### config.mk
export PLATFORM = sky130hd
export DESIGN_NAME = mmu_lookup_arbiter
export DESIGN_NICKNAME = d
export VERILOG_FILES = /design/src/rtl/mmu_pkg.sv /design/src/rtl/mmu_seg_decode.sv /design/src/rtl/mmu_lookup_arbiter.sv
export SDC_FILE = /design/constraint.sdc
export NUM_CORES = 1
export LEC_CHECK = 0
export CORE_ASPECT_RATIO = 1.25
export CORE_MARGIN = 3
export CORE_UTILIZATION = 40
export DETAILED_ROUTE_END_ITERATION = 10
export MAX_ROUTING_LAYER = met4
export PLACE_DENSITY = 0.8
export SYNTH_ARGS = -nofsm -noshare
export SYNTH_HDL_FRONTEND = slang
export SYNTH_SLANG_ARGS = --single-unit
### constraint.sdc
create_clock -name clk -period 2.7 [get_ports clk]
set_input_delay 0.81 -clock clk [delete_from_list [all_inputs] [get_ports clk]]
set_output_delay 0.81 -clock clk [all_outputs]
set_load 0.1 [all_outputs]
### src/rtl/mmu_pkg.sv
// Shared constants and types for the MMU translation path.
package mmu_pkg;

    localparam int VPN2_W = 19;
    localparam int PFN_W  = 20;
    localparam int ASID_W = 8;

    // TLB exception classes returned with each translation
    localparam logic [1:0] EXC_NONE     = 2'd0;
    localparam logic [1:0] EXC_REFILL   = 2'd1;
    localparam logic [1:0] EXC_INVALID  = 2'd2;
    localparam logic [1:0] EXC_MODIFIED = 2'd3;

    // Top three vaddr bits selecting the unmapped kernel segments
    localparam logic [2:0] SEG_KSEG0 = 3'b100;
    localparam logic [2:0] SEG_KSEG1 = 3'b101;

    typedef enum logic {
        OWNER_INST = 1'b0,
        OWNER_DATA = 1'b1
    } owner_e;

    typedef enum logic [1:0] {
        S_IDLE   = 2'd0,
        S_LOOKUP = 2'd1,
        S_RESP   = 2'd2
    } state_e;

endpackage

### src/rtl/mmu_seg_decode.sv
// Combinational segment decode: classifies a virtual address and forms the
// direct-mapped physical address for kseg0/kseg1.
module mmu_seg_decode
    import mmu_pkg::*;
(
    input  logic [31:0] i_vaddr,
    output logic        o_kseg0,
    output logic        o_kseg1,
    output logic        o_mapped,
    output logic [31:0] o_unmapped_paddr,
    output logic        o_unmapped_uncached
);

    // Segment classification and unmapped address formation
    always_comb begin
        o_kseg0             = (i_vaddr[31:29] == SEG_KSEG0);
        o_kseg1             = (i_vaddr[31:29] == SEG_KSEG1);
        o_mapped            = !(o_kseg0 || o_kseg1);
        o_unmapped_paddr    = {3'b000, i_vaddr[28:0]};
        o_unmapped_uncached = o_kseg1;
    end

endmodule

### src/rtl/mmu_lookup_arbiter.sv
// Arbitrates the single TLB search port between fetch and data translation
// requesters, sequences the lookup and returns the result on a valid/ready
// response channel to the requester that owns the transaction.
module mmu_lookup_arbiter
    import mmu_pkg::*;
#(
    parameter int TLB = 1
) (
    input  logic              clk,
    input  logic              resetn,
    input  logic              flush,
    input  logic [ASID_W-1:0] asid,

    input  logic              inst_req_valid,
    output logic              inst_req_ready,
    input  logic [31:0]       inst_vaddr,
    output logic              inst_resp_valid,
    input  logic              inst_resp_ready,
    output logic [31:0]       inst_paddr,
    output logic              inst_uncached,
    output logic [1:0]        inst_exc,

    input  logic              data_req_valid,
    output logic              data_req_ready,
    input  logic [31:0]       data_vaddr,
    input  logic              data_is_store,
    output logic              data_resp_valid,
    input  logic              data_resp_ready,
    output logic [31:0]       data_paddr,
    output logic              data_uncached,
    output logic [1:0]        data_exc,

    output logic [VPN2_W-1:0] s_vpn2,
    output logic              s_odd_page,
    output logic [ASID_W-1:0] s_asid,
    input  logic              s_found,
    input  logic [PFN_W-1:0]  s_pfn,
    input  logic [2:0]        s_c,
    input  logic              s_v,
    input  logic              s_d
);

    state_e            r_state;
    state_e            w_next_state;
    owner_e            r_owner;
    owner_e            r_last_grant;
    logic [31:0]       r_vaddr;
    logic              r_is_store;
    logic [ASID_W-1:0] r_asid;
    logic [31:0]       r_paddr;
    logic              r_uncached;
    logic [1:0]        r_exc;

    logic              w_grant_inst;
    logic              w_grant_data;
    logic              w_accept;
    logic [31:0]       w_req_vaddr;
    logic              w_kseg0;
    logic              w_kseg1;
    logic              w_mapped;
    logic [31:0]       w_unmapped_paddr;
    logic              w_unmapped_uncached;
    logic [31:0]       w_tlb_paddr;
    logic              w_tlb_uncached;
    logic [1:0]        w_tlb_exc;

    mmu_seg_decode u_seg_decode (
        .i_vaddr             (w_req_vaddr),
        .o_kseg0             (w_kseg0),
        .o_kseg1             (w_kseg1),
        .o_mapped            (w_mapped),
        .o_unmapped_paddr    (w_unmapped_paddr),
        .o_unmapped_uncached (w_unmapped_uncached)
    );

    // Round-robin grant: a lone requester wins, a tie goes to whoever did not win last
    always_comb begin
        w_grant_inst = inst_req_valid && (!data_req_valid || (r_last_grant == OWNER_DATA));
        w_grant_data = data_req_valid && !w_grant_inst;
        w_accept     = (r_state == S_IDLE) && !flush && (inst_req_valid || data_req_valid);
        w_req_vaddr  = w_grant_inst ? inst_vaddr : data_vaddr;
    end

    // Translation result from the TLB hit data, with exception priority refill > invalid > modified
    always_comb begin
        w_tlb_paddr    = r_vaddr;
        w_tlb_uncached = 1'b0;
        w_tlb_exc      = EXC_NONE;
        if (TLB != 0) begin
            w_tlb_paddr    = {s_pfn, r_vaddr[11:0]};
            w_tlb_uncached = (s_c != 3'd3);
            if (!s_found)
                w_tlb_exc = EXC_REFILL;
            else if (!s_v)
                w_tlb_exc = EXC_INVALID;
            else if (r_is_store && !s_d)
                w_tlb_exc = EXC_MODIFIED;
        end
    end

    // State register
    always_ff @(posedge clk) begin
        if (!resetn)
            r_state <= S_IDLE;
        else
            r_state <= w_next_state;
    end

    // Next-state, handshake and TLB search outputs
    always_comb begin
        w_next_state    = r_state;
        inst_req_ready  = 1'b0;
        data_req_ready  = 1'b0;
        inst_resp_valid = 1'b0;
        data_resp_valid = 1'b0;
        s_vpn2          = '0;
        s_odd_page      = 1'b0;
        s_asid          = '0;
        case (r_state)
            S_IDLE: begin
                inst_req_ready = !flush && w_grant_inst;
                data_req_ready = !flush && w_grant_data;
                if (w_accept)
                    w_next_state = w_mapped ? S_LOOKUP : S_RESP;
            end
            S_LOOKUP: begin
                if (TLB != 0) begin
                    s_vpn2     = r_vaddr[31:13];
                    s_odd_page = r_vaddr[12];
                    s_asid     = r_asid;
                end
                w_next_state = S_RESP;
            end
            S_RESP: begin
                inst_resp_valid = (r_owner == OWNER_INST);
                data_resp_valid = (r_owner == OWNER_DATA);
                if ((inst_resp_valid && inst_resp_ready) || (data_resp_valid && data_resp_ready))
                    w_next_state = S_IDLE;
            end
            default: w_next_state = S_IDLE;
        endcase
        // flush overrides everything, including a same-cycle response handshake
        if (flush)
            w_next_state = S_IDLE;
    end

    // Request capture on accept and result capture (unmapped on accept, mapped after lookup)
    always_ff @(posedge clk) begin
        if (!resetn) begin
            r_owner      <= OWNER_INST;
            r_last_grant <= OWNER_DATA;
            r_vaddr      <= '0;
            r_is_store   <= 1'b0;
            r_asid       <= '0;
            r_paddr      <= '0;
            r_uncached   <= 1'b0;
            r_exc        <= EXC_NONE;
        end else if (w_accept) begin
            r_owner      <= w_grant_inst ? OWNER_INST : OWNER_DATA;
            r_last_grant <= w_grant_inst ? OWNER_INST : OWNER_DATA;
            r_vaddr      <= w_req_vaddr;
            r_is_store   <= w_grant_data && data_is_store;
            r_asid       <= asid;
            if (w_kseg0 || w_kseg1) begin
                r_paddr    <= w_unmapped_paddr;
                r_uncached <= w_unmapped_uncached;
                r_exc      <= EXC_NONE;
            end
        end else if (r_state == S_LOOKUP) begin
            r_paddr    <= w_tlb_paddr;
            r_uncached <= w_tlb_uncached;
            r_exc      <= w_tlb_exc;
        end
    end

    // Both result channels present the same held registers; only the owner's valid is raised
    always_comb begin
        inst_paddr    = r_paddr;
        inst_uncached = r_uncached;
        inst_exc      = r_exc;
        data_paddr    = r_paddr;
        data_uncached = r_uncached;
        data_exc      = r_exc;
    end

endmodule

==> Word-level counts from Yosys, hierarchy flattened <==
Cells that the tools add are included.
{ "word_totals": {"reg_bits": 80, "latch_bits": 0, "ramBits": 0, "rom_bits": 0, "inputBits": 106, "out_inout_bits": 102, "word_cells": 67, "mem_count": 0} }
{ "classes": {"add_sub_neg": 0, "n_mul": 0, "div_mod_pow": 0, "magnitude_cmp": 0, "n_eq_ne": 8, "n_shift": 0, "muxes": 25, "n_bitwise": 2, "n_reduce_logical": 23} }
{ "ops": {"columns": ["cell", "count"], "rows": [
  ["32-bit 2-to-1 mux", 4],
  ["19-bit 2-to-1 mux", 1],
  ["2-bit 2-to-1 mux", 9],
  ["1-bit logical AND", 10],
  ["1-bit 2-to-1 mux", 9],
  ["8-bit 2-to-1 mux", 1],
  ["3-bit == test, second input constant", 2],
  ["2-bit case mux with 3 select lines", 1],
  ["1-bit zero test", 4],
  ["1-bit logical OR", 4],
  ["2-bit != test, second input constant", 2],
  ["2-bit AND reduction", 2],
  ["3-bit by 2-bit != test with 1-bit output, second input constant", 1],
  ["2-bit by 1-bit == test with 1-bit output, second input constant", 1],
  ["2-bit == test, second input constant", 1],
  ["2-bit zero test", 1],
  ["2-bit by 1-bit != test with 1-bit output, second input constant", 1],
  ["1-bit inverter", 2],
  ["2-bit nonzero test", 1],
  ["2-bit OR reduction", 1]
]} }

==> Longest topological paths before layout <==
Gate-level depths: netlist of the first run.
{ "logic_depth": {"ltp_word": 9, "ltp_mapped": 6, "mapped_depth_nobuf": 6} }

==> Modules after synthesis <==
From an unflattened synthesis of the first run, not the netlist that was laid out.
{ "unflattened": {"cells_unflattened": 612, "area_unflattened_um2": 4872.2} }
{ "modules_own_cells": {"columns": ["module", "n_inst", "cells_per_inst", "area_each_um2", "seq_area_each_um2"], "rows": [
  ["mmu_lookup_arbiter", 1, 575, 4593.2, 1601.5],
  ["mmu_seg_decode", 1, 37, 279.0, 0.0]
]} }

==> Least setup slack after synthesis of the first run <==
OpenSTA, ideal clock, no wires.
{ "synth_timing": {"path_kind": "reg2out", "start": "register r_state[1]", "end": "output port inst_resp_valid", "arrival_ns": 2.621, "required_ns": 1.890, "slack_ns": -0.731, "path_stages_with_launch": 2, "path_buffers": 0, "path_cell_list": "dfxtp_1 -> nor3b_1"} }
{ "synth_via": {"elab_chain_cells": 2} }
{ "synth_lines": {"columns": ["item", "line", "rtl"], "rows": [
  ["start: declaration", "mmu_lookup_arbiter.sv:43", "state_e r_state;"],
  ["start signal: assignment", "mmu_lookup_arbiter.sv:106", "r_state <= w_next_state;"],
  ["2-bit == test", "mmu_lookup_arbiter.sv:119", "case (r_state)"],
  ["1-bit 2-to-1 mux", "mmu_lookup_arbiter.sv:119", null],
  ["end: declaration", "mmu_lookup_arbiter.sv:17", "output logic inst_resp_valid,"]
]} }
Every way passes these cells.

==> Worst setup path after layout of the first run <==
{ "layout_timing": {"start": "input port flush", "end": "output port inst_req_ready"} }
{ "layout_via": {"elab_chain_cells": 3} }
{ "layout_lines": {"columns": ["item", "line", "rtl"], "rows": [
  ["start: declaration", "mmu_lookup_arbiter.sv:11", "input logic flush,"],
  ["1-bit zero test", "mmu_lookup_arbiter.sv:121", "inst_req_ready = !flush && w_grant_inst;"],
  ["1-bit logical AND", "mmu_lookup_arbiter.sv:121", null],
  ["1-bit 2-to-1 mux", "mmu_lookup_arbiter.sv:119", null],
  ["end: declaration", "mmu_lookup_arbiter.sv:15", "output logic inst_req_ready,"]
]} }
Every way passes these cells.

==> summary.md, run 1 <==
| Metric | Value |
|---|---|
| Count of different cell masters after synthesis | `37` |
| CTS sink cnt | `80` |
| # hold bufs at CTS | `0` |
| Max VDD drop | `0.403 mV` |
| Critical Path RT | `approximately 1900 ps` |
| TritonCTS buffer count | `9` |
| Die W | `about 95 µm` |
| RSZ-0062 raised after global routing | `no` |
| Fmax achieved | `378 MHz` |
| Post-synth EDFFs | `0` |
| Top FF cell, synth | `dfxtp_1` |
| Overall routed net length | `approximately 12000 µm` |
| Setup TNS | `0 ps` |
| Global Route Usage Sum | `0.224` |
| Initial antenna violation count | `0` |
| Critical path capture point type | `output port` |
| Register-to-register setup slack | `approximately 770 ps` |
| FF-to-FF path depth | `8` |
| Crit-path max FO | `4` |
| Area Overhead vs Synth | `64.0%` |
| Clock share of power | `0.328` |
| Area share of the largest cell type after synthesis | `0.406` |
| Yosys reg bits | `80` |
| Crit path kind | `primary input to output port` |
| Hold Crit Class | `flop to flop` |
| Endpoints failing setup | `0` |
| Status | `finished clean` |
| Vias in the first global route | `between 3000 and 4000` |
| Mapped Cells | `roughly 470` |
| Sequential power share | `0.366` |
| Worst Hold Path EP | `r_asid[1]` |
| CTS tree | `yes` |
| Die H | `between 100 and 150 µm` |
| Crit path launch | `flush` |
| DPL Wire Length | `between 9000 and 10000 µm` |
| H-tree Lvls | `3` |
| Mapped Area | `around 3900 µm²` |
| Slew HR | `0.666` |
| Fin cells | `773` |
| Net Switching | `0.00126 W` |
| Clk root buf | `clkbuf_16` |
| Setup crit start kind | `primary input` |
| Clock skew | `a little over 8 ps` |
| Combinational power share | `0.306` |
| Worst r2r src | `r_last_grant` |
| Switching Fraction | `0.353` |
| # fillers | `around 750` |
| Arrival time at the worst endpoint | `around 1800 ps` |
| Worst hold slack | `between 400 and 500 ps` |
| Min Tclk post-route | `between 2000 and 3000 ps` |
| Via count | `3968` |
| Worst Tran Pin Value | `~500 ps` |
| First-pass GRT wire length | `roughly 19000 µm` |
| Inserted Diodes | `0` |
| Register area share after synthesis | `0.406` |
| Most frequent cell after synthesis | `nand2_1` |
| Dominant cell type by area after synthesis | `dfxtp_1` |
| Yosys warns | `0` |
| DRC Markers | `0` |
| Final ANT Viol Nets | `0` |
| WL/cell | `~16 µm` |
| P per Cell Area | `between 500 and 600 nW/µm²` |
| Standard-cell rows | `39` |
| Clk slew on worst S/H paths | `roughly 60 ps` |
| Area contributors post-synth | `dfxtp_1, nand2_1, and2_1, buf_4, o21ai_0` |
| Final-report max-slew violation count | `0` |
| Starting DRT DRC Count | `around 130` |
| Commonest cells in the netlist | `nand2_1, dfxtp_1, o21ai_0` |
| Layout cells sized above 1 | `0.269` |
| IO Port Bufs | `about 210` |
| NumNets Final | `around 750` |
| Syn_area_per_cell | `between 8 and 9 µm²` |
| Syn_nets | `580` |
| IO Pins | `208` |
| Max cap viols | `0` |
| Cell-internal power | `between 0.002 and 0.0025 W` |
| Core area | `roughly 9400 µm²` |
| Leak pwr | `approximately 2.8 nW` |
| DR vias/cell | `slightly above 5` |
| Tcrit/Tclk final | `0.981` |
| Largest net degree at the start of global routing | `48` |
| Inst Count DP | `between 700 and 800` |
| Die area | `11100 µm²` |
| Initial DRT Pass Iterations | `4` |
| Worst-Skew Late Latency | `between 300 and 400 ps` |
| Clk buf depth | `2` |
| Async set-or-reset flop fraction in the synthesized netlist | `0` |
| Hold Path Depth | `2` |
| Worst reg2reg path endpoint | `data_paddr[21]` |
| Hold_sp | `r_asid[1]` |
| Count of final hold-check violations | `0` |
| Routability congestion estimate | `about 0.86` |
| Initial core utilization | `0.421` |
| Grt total ovfl | `0` |
## sequential cells by signal, indices dropped and copies added (netlist names)
name / flops
r_is_store: 1
r_asid: 8
r_state: 2
data_paddr: 32
data_exc: 2
r_owner: 1
data_uncached: 1
r_vaddr: 32
r_last_grant: 1
## critical path, cell delays in order
cell and delay (ps):
dlygate4sd2_1 270, nor3_4 290, buf_6 150, and2_4 140, buf_12 160
## metal layers
metal,track usage,up-vias,part of all wire
met4,0.0770,0,0.021
met5,-,-,0
met3,0.0480,23,0.061
met2,0.403,155,0.54
met1,0.243,1862,0.38
li1,-,1928,-
## how the worst max path moves through the flow
stage               depth (start not counted)        endpoint  slack (ps)
floorplan                                   4       s_asid[0]          30
global placement                            6  data_req_ready        -170
detailed placement                          6  data_req_ready        -210
CTS                                         5  inst_req_ready          80
global route                                5  inst_req_ready          20
finish                                      5  inst_req_ready          50
## power groups by stage
stage               logic [W]  clock network (W)  registers (W)
finish                0.00109            0.00117        0.00131
global route          0.00115            0.00125        0.00132
CTS                   0.00110            0.00120        0.00131
detailed placement    0.00109                  0        0.00134
global placement      0.00107                  0        0.00133
floorplan            0.000552                  0        0.00153
## area by class of cell
class | instances | area [µm²] | area share
inverter | 5 | 22.5 | 0.00348
tap | 123 | 154 | 0.0238
sequential | 80 | 1600 | 0.248
multi-input combinational | 318 | 1970 | 0.304
timing repair buffer | 231 | 2430 | 0.376
clock buffer | 11 | 253 | 0.0391
clock inverter | 5 | 38.8 | 0.00600
## cell usage in the layout (no fill, tap or decap), types with 9 or more instances in the layout
master             n
clkbuf_16          9
buf_12            35
mux2i_1           20
a31o_2            14
clkdlybuf4s50_1  101
nand2_1          100
a31oi_1           29
o21ai_0           48
and2_1            41
buf_4             90
dfxtp_1           80
a21boi_0          12
mux2_1            11
## through the flow
stage | util | cell area [µm²] | power, W | setup WS (ps)
2_1_floorplan | - | 3960 | 0.00208 | 28.5
3_3_place_gp | 0.654 | 6130 | 0.00241 | -174
3_5_place_dp | 0.654 | 6130 | 0.00242 | -206
4_1_cts | 0.690 | 6470 | 0.00361 | 77.2
5_1_grt | 0.690 | 6470 | 0.00372 | 17.0
6_report | 0.690 | 6470 | 0.00358 | 52.4
## what timing repair did
item                       4_1_cts  5_1_grt
setup endpoints to repair        2        0
setup buffers                    2        0
gates resized for setup         10        0
## logic make-up after synthesis
logic type / Yosys count / synth area share
compound gates: 119 / 0.194
simple gates: 167 / 0.205
buf+inv: 76 / 0.110
flops: 80 / 0.406
mux: 32 / 0.0850
Power figures use the tool's default switching activity.
==> inputs of run 2 (changes only) <==
ABC_CLOCK_PERIOD_IN_PS = 2700   (was default)
==> results of run 2 <==
Same layout as run 1: the final DEF is identical, and so are final timing and power.
==> inputs of run 3 (changes only) <==
CELL_PAD_IN_SITES_DETAIL_PLACEMENT = 0   (was default)
CELL_PAD_IN_SITES_GLOBAL_PLACEMENT = 1   (was default)
CORE_UTILIZATION = 28   (was 40)
CTS_CLUSTER_SIZE = 20   (was default)
PLACE_DENSITY = 0.81   (was 0.8)
==> summary.md, run 3 (synthesis results as in run 1) <==
| Metric | Value |
|---|---|
| Worst Tran Pin Value | `521 ps (+21.8 ps)` |
| Initial DRT Pass Iterations | `4 (unchanged)` |
| Inserted Diodes | `0 (unchanged)` |
| Starting DRT DRC Count | `183 (+43%)` |
| Inst Count DP | `805 (+6.6%)` |
| Clock skew | `5.56 ps (-2.54 ps)` |
| Initial antenna violation count | `0 (unchanged)` |
| Post-CTS setup buffers | `0 (-2)` |
| Max VDD drop | `0.367 mV (-9.1%)` |
| Finished Core Util | `0.483 (-0.207)` |
| CP max stage cell | `dlygate4sd2_1` |
| P per Cell Area | `567 nW/µm² (+2.4%)` |
| Final-report max-slew violation count | `0 (unchanged)` |
| CTS sink cnt | `80 (unchanged)` |
| Clk buf depth | `2 (unchanged)` |
| Setup crit start kind | `primary input` |
| Switching Fraction | `0.333 (-0.0202)` |
| # hold bufs at CTS | `0 (unchanged)` |
| Combinational power share | `0.294 (-0.012)` |
| Crit-path max FO | `3 (-1)` |
| Net Switching | `0.00123 W (-2.6%)` |
| TritonCTS buffer count | `9 (unchanged)` |
| Clk root buf | `clkbuf_16` |
| DPL Wire Length | `9180 µm (-0.11%)` |
| Clk slew on worst S/H paths | `60 ps (about the same)` |
| Max cap viols | `0 (unchanged)` |
| Layout cells sized above 1 | `0.268 (-0.00154)` |
| Slew HR | `0.652 (-0.0146)` |
| Most frequent cells in the layout | `clkdlybuf4s50_1, nand2_1, buf_4` |
| CTS tree | `yes` |
| Worst path max stage delay | `270 ps (-20 ps)` |
| Via count | `3896 (-1.8%)` |
| Largest net degree at the start of global routing | `51 (+6.3%)` |
| IO Pins | `208 (unchanged)` |
| WL/cell | `15.1 µm (-5.8%)` |
| Critical path capture point type | `output port` |
| IO Port Bufs | `207 (unchanged)` |
| Status | `finished clean` |
| Final ANT Viol Nets | `0 (unchanged)` |
| Worst-Skew Late Latency | `320 ps (about the same)` |
| Endpoints failing setup | `0 (unchanged)` |
| First-pass GRT wire length | `20300 µm (+7.9%)` |
| Clock share of power | `0.352 (+0.024)` |
| H-tree Lvls | `3 (unchanged)` |
| Count of final hold-check violations | `0 (unchanged)` |
| Global Route Usage Sum | `0.162 (-0.0621)` |
| Cell-internal power | `0.00247 W (+6.6%)` |
| Cells along the critical path | `dlygate4sd2_1 -> nor3_4 -> buf_4 -> and2_4 -> buf_12` |
| Register-to-register setup slack | `780 ps (about the same)` |
| Die W | `112 µm (+18%)` |
| Sequential power share | `0.354 (-0.012)` |
| NumNets Final | `751 (unchanged)` |
| Fmax achieved | `384 MHz (+1.6%)` |
| RSZ-0062 raised after global routing | `no` |
| Routability congestion estimate | `0.793 (-7.3%)` |
| Core area | `13500 µm² (+44%)` |
| Die H | `139 µm (+19%)` |
| DR vias/cell | `4.75 (-7.6%)` |
| Tcrit/Tclk final | `0.965 (-0.0152)` |
| Hold Crit Class | `flop to flop` |
| Standard-cell rows | `47 (+21%)` |
| Overall routed net length | `12400 µm (unchanged)` |
| Grt total ovfl | `0 (unchanged)` |
| Critical Path RT | `1890 ps (about the same)` |
| Vias in the first global route | `4031 (+3.7%)` |
| Fin cells | `821 (+6.2%)` |
| Setup TNS | `0 ps (unchanged)` |
| DRC Markers | `0 (unchanged)` |
| Initial core utilization | `0.292 (-0.129)` |
| Area Overhead vs Synth | `65.5%` |
| Most common cell after layout, fill and taps aside | `clkdlybuf4s50_1` |
| Min Tclk post-route | `2610 ps (-41.1 ps)` |
| Crit path kind | `primary input to output port` |
| Die area | `15600 µm² (+40%)` |
| Leak pwr | `2.83 nW (+0.49%)` |
| Arrival time at the worst endpoint | `1800 ps (-40 ps)` |
[run 3: power groups by stage]
stage | Combinational, W | Sequential [W] | Clock [W]
2_1_floorplan | 0.000552 | 0.00153 | 0
3_3_place_gp | 0.00108 | 0.00133 | 0
3_5_place_dp | 0.00109 | 0.00133 | 0
4_1_cts | 0.00110 | 0.00131 | 0.00134
5_1_grt | 0.00115 | 0.00132 | 0.00140
6_report | 0.00109 | 0.00131 | 0.00130
[run 3: worst paths after layout]
check	startpoint	end	cells past startpoint
worst max register to register	r_last_grant	data_paddr[22]	8
worst min-delay path	r_asid[1]	r_asid[1]	2
worst max-delay path	flush	inst_req_ready	5
worst min register to register	r_asid[1]	r_asid[1]	2
[run 3: area by class of cell]
cell class / instances / area [µm²]
Timing Repair Buffer: 231 / 2400
Clock inverter: 5 / 80.1
Clock buffer: 11 / 243
Fill cell: 1292 / 7000
Sequential cell: 80 / 1600
Inverter: 5 / 22.5
Multi-Input combinational cell: 318 / 1970
Tap cell: 171 / 214
[run 3: repair_timing]
action	in CTS	in global routing
gates resized for setup	9	0
endpoints found under the hold margin	0	0
endpoints found under the setup margin	2	0
[run 3: per-layer routing]
| metal | global-route usage | vias to the layer above | share of wire |
|---|---|---|---|
| met4 | 0.0392 | 0 | 0.012 |
| met5 | - | - | 0 |
| met2 | 0.283 | 128 | 0.52 |
| met1 | 0.188 | 1828 | 0.40 |
| met3 | 0.0371 | 13 | 0.064 |
| li1 | - | 1927 | - |
[run 3: worst max-delay path: cells and delay by family]
kind          cells  cell delay (ps)
simple gates      2              380
buf+inv           3              600
[run 3: stage by stage]
stage | instance area (µm²) | total power, W | worst slack [ps] | hold slack, ps
after detailed placement | 6180 | 0.00242 | -220 | 451
after floorplan | 3960 | 0.00208 | 28.5 | 439
after global placement | 6180 | 0.00241 | -211 | 446
final | 6530 | 0.00370 | 93.5 | 457
after global routing | 6530 | 0.00387 | 58.2 | 480
after CTS | 6530 | 0.00375 | 96.6 | 459
